**src/rtl/ip_sequencer_pkg.sv**
```systemverilog
// Shared encodings for the instruction sequencer: control-flow class/sub-field
// values, field geometry, FSM states and the next-address control bundle.
package ip_sequencer_pkg;

  localparam logic [1:0] CLS_ALU  = 2'b00;
  localparam logic [1:0] CLS_JMP  = 2'b01;
  localparam logic [1:0] CLS_CALL = 2'b10;
  localparam logic [1:0] CLS_MISC = 2'b11;

  localparam logic [1:0] SUB_BZ   = 2'b00;
  localparam logic [1:0] SUB_RET  = 2'b01;
  localparam logic [1:0] SUB_EXEC = 2'b10;

  // Class occupies the top CLS_W bits of the word, sub-field the next SUB_W.
  localparam int CLS_W = 2;
  localparam int SUB_W = 2;

  typedef enum logic {
    ST_FETCH = 1'b0,
    ST_ISSUE = 1'b1
  } seq_state_t;

  typedef struct packed {
    logic imm_sel;
    logic reg_sel;
    logic tos_sel;
    logic skip;
    logic push;
    logic pop;
  } ip_ctl_t;

  localparam ip_ctl_t IP_CTL_NONE = '0;

endpackage

```
**src/rtl/ip_decode.sv**
```systemverilog
// Combinational control-flow decoder: instruction word to next-address selects
// and return-stack push/pop. Shared with the disassembler/trace monitor.
module ip_decode
  import ip_sequencer_pkg::*;
#(
  parameter int insn_width = 16
) (
  input  logic [insn_width-1:0] insn,
  output ip_ctl_t               ctl
);

  logic [CLS_W-1:0] cls;
  logic [SUB_W-1:0] sub;
  logic             unused_low;

  assign cls        = insn[insn_width-1 -: CLS_W];
  assign sub        = insn[insn_width-1-CLS_W -: SUB_W];
  assign unused_low = ^insn[insn_width-CLS_W-SUB_W-1:0];

  always_comb begin
    ctl = IP_CTL_NONE;
    case (cls)
      CLS_JMP: ctl.imm_sel = 1'b1;
      CLS_CALL: begin
        ctl.imm_sel = 1'b1;
        ctl.push    = 1'b1;
      end
      CLS_MISC: begin
        case (sub)
          SUB_BZ: begin
            ctl.skip    = 1'b1;
            ctl.imm_sel = 1'b1;
          end
          SUB_RET: begin
            ctl.reg_sel = 1'b1;
            ctl.pop     = 1'b1;
          end
          SUB_EXEC: begin
            ctl.reg_sel = 1'b1;
            ctl.tos_sel = 1'b1;
          end
          // Reserved sub-field falls through as a plain IP+1 instruction.
          default: ctl = IP_CTL_NONE;
        endcase
      end
      default: ctl = IP_CTL_NONE;
    endcase
  end

endmodule

```
**src/rtl/ip_sequencer.sv**
```systemverilog
// Instruction sequencer: owns IP, fetches one word per pass over req/ack,
// presents it to the datapath and commits the next-address result on accept.
module ip_sequencer
  import ip_sequencer_pkg::*;
#(
  parameter int                     iaddr_width  = 10,
  parameter int                     insn_width   = 16,
  parameter logic [iaddr_width-1:0] reset_vector = '0
) (
  input  logic                   clk,
  input  logic                   rst_n,
  output logic                   imem_req,
  output logic [iaddr_width-1:0] imem_addr,
  input  logic                   imem_ack,
  input  logic [insn_width-1:0]  imem_data,
  output logic [insn_width-1:0]  insn,
  output logic                   insn_valid,
  input  logic                   insn_ready,
  output logic [iaddr_width-1:0] ip,
  output logic [iaddr_width-1:0] ip_imm,
  output logic                   ip_imm_sel,
  output logic                   ip_reg_sel,
  output logic                   ip_tos_sel,
  output logic                   ip_skip,
  input  logic [iaddr_width-1:0] ip_inc,
  input  logic [iaddr_width-1:0] ip_result,
  output logic                   rpush,
  output logic [iaddr_width-1:0] rpush_data,
  output logic                   rpop
);

  seq_state_t             state, state_nxt;
  logic [iaddr_width-1:0] ip_q;
  logic [insn_width-1:0]  insn_q;
  ip_ctl_t                ctl;
  logic                   fetch_done;
  logic                   issue_done;

  ip_decode #(
    .insn_width(insn_width)
  ) u_decode (
    .insn(insn_q),
    .ctl (ctl)
  );

  always_ff @(posedge clk) begin
    if (!rst_n) state <= ST_FETCH;
    else        state <= state_nxt;
  end

  // Every output is gated by rst_n so nothing leaks while reset is held,
  // including a return-stack push when reset lands on an accepted CALL.
  always_comb begin
    state_nxt  = state;
    imem_req   = 1'b0;
    insn_valid = 1'b0;
    ip_imm_sel = 1'b0;
    ip_reg_sel = 1'b0;
    ip_tos_sel = 1'b0;
    ip_skip    = 1'b0;
    rpush      = 1'b0;
    rpop       = 1'b0;
    fetch_done = 1'b0;
    issue_done = 1'b0;
    if (rst_n) begin
      case (state)
        ST_FETCH: begin
          imem_req = 1'b1;
          if (imem_ack) begin
            fetch_done = 1'b1;
            state_nxt  = ST_ISSUE;
          end
        end
        ST_ISSUE: begin
          insn_valid = 1'b1;
          ip_imm_sel = ctl.imm_sel;
          ip_reg_sel = ctl.reg_sel;
          ip_tos_sel = ctl.tos_sel;
          ip_skip    = ctl.skip;
          if (insn_ready) begin
            issue_done = 1'b1;
            rpush      = ctl.push;
            rpop       = ctl.pop;
            state_nxt  = ST_FETCH;
          end
        end
        default: state_nxt = ST_FETCH;
      endcase
    end
  end

  always_ff @(posedge clk) begin
    if (!rst_n) begin
      ip_q   <= reset_vector;
      insn_q <= '0;
    end else begin
      if (fetch_done) insn_q <= imem_data;
      if (issue_done) ip_q   <= ip_result;
    end
  end

  assign imem_addr  = ip_q;
  assign ip         = ip_q;
  assign insn       = insn_q;
  assign ip_imm     = insn_q[iaddr_width-1:0];
  assign rpush_data = ip_inc;

endmodule

```
**config.mk**
```make
export PLATFORM = sky130hd
export DESIGN_NAME = ip_sequencer
export DESIGN_NICKNAME = d
export VERILOG_FILES = /design/src/rtl/ip_sequencer_pkg.sv /design/src/rtl/ip_decode.sv /design/src/rtl/ip_sequencer.sv
export SDC_FILE = /design/constraint.sdc
export NUM_CORES = 1
export LEC_CHECK = 0
export CELL_PAD_IN_SITES_DETAIL_PLACEMENT = 1
export CELL_PAD_IN_SITES_GLOBAL_PLACEMENT = 1
export CORE_AREA = 3 3 84 86
export DETAILED_ROUTE_END_ITERATION = 10
export DIE_AREA = 0 0 87 89
export PLACE_DENSITY_LB_ADDON = 0.1
export SYNTH_ARGS = -nofsm -noshare
export SYNTH_HDL_FRONTEND = slang
export SYNTH_SLANG_ARGS = --single-unit
export TNS_END_PERCENT = 10
```
**constraint.sdc**
```tcl
create_clock -name clk -period 1.4 [get_ports clk]
set_clock_uncertainty 0.1 [all_clocks]
set_input_delay 0.35 -clock clk [delete_from_list [all_inputs] [get_ports clk]]
set_output_delay 0.35 -clock clk [all_outputs]
set_load 0.03 [all_outputs]
```
# Yosys cells after proc, flatten, opt, wreduce, memory -nomap -nowiden

Cells that the tools add are included.

Flip-flop bits (word level): 27
Word-level logic and storage cells: 46
Input bits: 40
Output and inout port bits: 64

Mux-type cells: 34
Eq/ne operators: 5
Bitwise operators: 1
Reduce and logical (&&, ||, !) cells: 3

Operators by type and width:

| cell                                                             | count |
|---|---|
| 1-bit 2-to-1 mux                                                 | 31 |
| 2-bit == test (second input constant)                            | 3 |
| 2-bit by 1-bit == test with 1-bit output (second input constant) | 2 |
| 1-bit one-hot mux with 2 select lines                            | 2 |
| 2-bit OR reduction                                               | 2 |
| 3-bit 2-to-1 mux                                                 | 1 |
| 2-bit logical NOT                                                | 1 |
| 1-bit inverter                                                   | 1 |

# Depth between registers and ports, before layout

Word-level depth: 6
Depth in mapped cells: 4
Mapped depth without buffers: 4

# Hierarchy

From an unflattened synthesis, not the netlist that was laid out.

Cell total of the unflattened synthesis: 176
Area total of the unflattened synthesis: 1,508.9 µm²

Modules (own cells, without submodules):

| module       | area an instance (µm²) | times used | cells an instance | sequential area each (µm²) |
|---|---|---|---|---|
| ip_sequencer | 1,378.8                | 1          | 160               | 540.5 |
| ip_decode    | 130.1                  | 1          | 16                | 0.0 |

# Worst setup path before layout

OpenSTA, ideal clock, no wires.

Kind: reg2out
Start point: register insn_q[14] (netlist: insn[14])
End point: output ip_imm_sel
Buffers on the path: 0
Required time: 950 ps
Data arrival time: 1,676 ps
Cell stages (with the launch flop): 5
Path slack: -726 ps
Path through: dfxtp_1 > inv_1 > ha_1 > a21oi_1 > nor3b_1

Word-level cells in the longest chain between the ends: 5
Elaborated cells between the ends (all ways): 7
Those cells by class: 3 x eq/ne; 3 x mux; 1 x reduce/logical

Ends and longest elaborated chain:

| item                                                                             | line               | text |
|---|---|---|
| start, declared                                                                  | ip_sequencer.sv:34 | `logic [insn_width-1:0] insn_q;` |
| start signal, assigned                                                           | ip_sequencer.sv:97 | `if (fetch_done) insn_q <= imem_data;` |
| 2-bit by 1-bit == test with 1-bit output / 2-bit == test (equally long branches) | ip_decode.sv:22    | `case (cls)` |
| 2-bit OR reduction (no source line)                                              | n/a                |  |
| 1-bit one-hot mux with 2 select lines (*)                                        | ip_decode.sv:22    |  |
| 1-bit 2-to-1 mux (*)                                                             | ip_sequencer.sv:66 | `case (state)` |
| 1-bit 2-to-1 mux (*)                                                             | ip_sequencer.sv:65 | `if (rst_n) begin` |
| end, declared                                                                    | ip_sequencer.sv:21 | `output logic ip_imm_sel,` |

Mark *: on every way between the ends. The rest lies on a longest branch, timed or not.

# Final worst setup path

Start point: register insn_q[15] (netlist: insn[15])
End point: output ip_imm_sel

The elaborated chain is that of the path after synthesis.

==> metrics list <==
* Count of buffers added by post-CTS timing repair for setup: 0
- Summing all flip-flop and latch instances after layout gives 554 um^2.
- Critical path class: reg2out
* Final hold violation count: 0
* Effective utilization at floorplan: 22.8%
- CTS buffer count: 3
- Launching point of the worst reg2reg path: state
- Via Count: between 1000 and 1500
- The number of buffers and inverters on the critical path is 2.
* Initial antenna violation count: 0
- The number of different library cells used by synthesis comes to 19.
- The initialized floorplan defines 29 standard-cell rows.
- The final reports fail on negative setup slack.
- In this run, the number of DRC markers left after iteration 0 of detailed routing was 38.
* Via density: approximately 4.3
- Leaving out fill and tap cells, the most frequent cells in the layout are 58 x buf_4, 42 x nand2_1, 27 x clkdlybuf4s50_1.
* Capturing element type of the critical path: output port
* Max stage delay cell, worst path: dfxtp_4
* Slew margin rel.: 78.6%
- The total overflow left after global routing is 0.
- Capture instance of the worst register-to-register path: insn[5]
- In this run the number of H-tree levels came out at 1.
- VDD IR max: around 0.41 mV
- Global Route Usage Sum: 11.1%
* Overall die height: between 80 and 90 um
- Routed Wire Length: about 4.3 mm
- Including well taps, the total number of placed cells is 304.
- Start point of the worst min-delay path: insn[10]
* Critical path fanouts, max: 4
* Net count of the finished layout: around 280
- For this design, the sink count on the clock tree is 27.
* Number of inserted diodes: 0
* Synth Warn #: 0
- Area Growth Syn to Fin: 56.3%
- Area enclosed by the die boundary: slightly below 8000 um^2
* Total core area: about 6300 um^2
- Counting along the longest clock path gives a buffer depth of 2.
- The via count of the first global-routing pass came to 1454.
* Hold Crit Class: reg2reg
- Wire length of the first global-routing pass: 6.91 mm
* Die extent in x: ~87 um
- Counting flops and latches in the post-synthesis netlist gives 27.
- Data arrival time of the critical path: approximately 1.3 ns
- The congestion estimate from routability-driven global placement came to approximately 0.73.
* Setup slack on the worst flop-to-flop path: about 0.12 ns
- Post-synthesis cell area: 1450 um^2
* CTS tree: built
- Leakage: 1.02 nW
- Counting every net in the synthesized netlist gives 216.
* Data required time at the worst endpoint: 0.95 ns
* Proportion of layout cells with a drive suffix above 1: 41.1%
- Finished Layout Cells: 308
- Final std cell area, no fill: 2260 um^2
- Top cell family by delay on the critical path: flip-flops
- Clock transition at the register clock pins on the worst setup and hold paths after CTS: around 0.10 ns
* Minimum setup slack in the final design: -0.388 ns
- The tree is rooted in a clkbuf_8.
* Result of the run: finished, violations left
- In this run the remaining antenna-violating nets after routing total 0.
* Per-instance average area after synthesis: around 8.5 um^2
- Of the synthesized area, sequential elements account for between 30% and 40%.
- STA classifies the critical path startpoint as a register.
* Cells on Worst Hold Path: 2
- For this design the top-level I/O count stands at 104.
* Half-perimeter wire length after detailed placement: about 3.4 mm
- Across the run, the number of max-cap violations was 0.
- Setup slack after placement: -0.388 ns
- Worst slew pin tran: ~0.32 ns
* Pin count of the biggest net entering global routing: 34
- Post-detailed-route DRC marker count: 0
- After layout, the worst path uses 128% of the clock period.
- Walking the worst path, the cells encountered are inv_2, ha_4, a21oi_2, nor3b_4, buf_6.
* Syn Inst Count: 170
- Power density of the placed cells: roughly 830 nW/um^2
* Setup-violating endpoint count in the final report: 8
* Wire length per cell: about 14 um
* Count of final max-slew check failures: 0
- Post-Route Setup TNS: -2.11 ns
- Summing all multi-input logic gate instances after layout gives between 600 and 700 um^2.
- Input and output buffers added on the ports amount to 83.
* Setup repair after global routing missed its margin: yes
* Worst hold-check slack: 0.366 ns
- After filler insertion, the fill cell instance count of the layout stands at between 700 and 800.
- On the worst path, the slowest cell contributes a delay of roughly 0.40 ns.
- Top achievable clock speed: between 500 and 600 MHz
- At the later pin of the worst-skew pair, clock insertion delay measures approximately 0.27 ns.
- First-pass iteration count of the detailed router: 2
- Most common cell after layout, fill and taps aside: buf_4
- FF-to-FF path depth: 4
* WHS Endpoint: insn[10]
* Final critical delay including setup and external delays: approximately 1.8 ns
* Instance area after placement: roughly 2100 um^2
flip-flops by register name (all words and copies together), names as in the netlist:
register   cells
imem_addr     10
insn          16
state          1
repair_timing:
| item | in CTS | in global routing |
|---|---|---|
| endpoints found under the setup margin | 8 | 9 |
| hold buffers | 0 | 0 |
| pin swaps | 4 | 3 |
| endpoints found under the hold margin | 0 | 0 |
| gates resized for setup | 20 | 7 |
cells by family after synthesis:
kind of cell / synth area share [%]
AO/OA/AOI/OAI: 4.33
adder cells (fa/ha/maj): 5.19
buffers and inverters: 21.4
flip-flops: 37.4
multiplexers: 11.1
AND/OR/NAND/NOR: 20.7
synthesized netlist by cell type:
cell / instances / share of area (%)
mux2i_1: 16 / 11
buf_2: 7 / 2.4
o21a_1: 1 / 0.52
nand2_1: 42 / 11
nor2b_1: 3 / 1.3
nand4_1: 10 / 4.3
buf_8: 1 / 1.0
inv_1: 4 / 1.0
and4_1: 1 / 0.61
ha_1: 6 / 5.2
buf_4: 30 / 16
nor3b_1: 1 / 0.52
dfxtp_1: 27 / 37
and2_1: 5 / 2.2
a21oi_1: 1 / 0.35
buf_6: 1 / 0.78
clkbuf_1: 2 / 0.52
o21ai_1: 10 / 3.5
and3_1: 2 / 0.86
report_power, final:
part	total (mW)	switching (mW)	leakage, nW	internal [mW]
clock network	0.454	0.252	0.0217	0.202
registers	0.853	0.0416	0.224	0.812
logic	0.578	0.310	0.776	0.268
how the worst max path moves through the flow:
stage	from	to	slack, ns	cells past startpoint
2_1_floorplan	insn[15]	ip_imm_sel	-0.15	4
3_3_place_gp	insn_ready	rpop	-0.34	4
3_5_place_dp	insn_ready	rpop	-0.39	4
4_1_cts	insn[14]	ip_imm_sel	-0.39	5
5_1_grt	insn[15]	ip_imm_sel	-0.47	5
6_report	insn[15]	ip_imm_sel	-0.39	5
stage by stage:
| step | util, % | power (mW) |
|---|---|---|
| 6_report | 35.6 | 1.89 |
| 5_1_grt | 35.6 | 1.99 |
| 4_1_cts | 35.3 | 1.92 |
| 3_5_place_dp | 33.2 | 1.44 |
| 3_3_place_gp | 33.2 | 1.42 |
| 2_1_floorplan | - | 1.26 |
cell type report:
type	count	area share [%]
repair buffers	98	38.2
multi-input cells	98	30.0
flip-flops and latches	27	24.5
well taps	77	4.26
clock buffers	3	1.83
inverters	4	0.775
clock inverters	1	0.332
tightest hold or removal path: cells and delay by family (launching register included):
| family | cells | cell delay [ns] |
|---|---|---|
| flops | 1 | 0.33 |
| mux | 1 | 0.05 |
| simple gates | 1 | 0.05 |
per-layer routing:
| metal | GRT usage, % | up-vias | wire [um] |
|---|---|---|---|
| met1 | 12.5 | 631 | 1620 |
| met5 | 0 | - | 0 |
| met2 | 21.0 | 47 | 2340 |
| met4 | 2.41 | 0 | 30 |
| met3 | 2.76 | 4 | 317 |
| li1 | - | 644 | - |
Note: power is estimated with default switching activity, not from simulation.
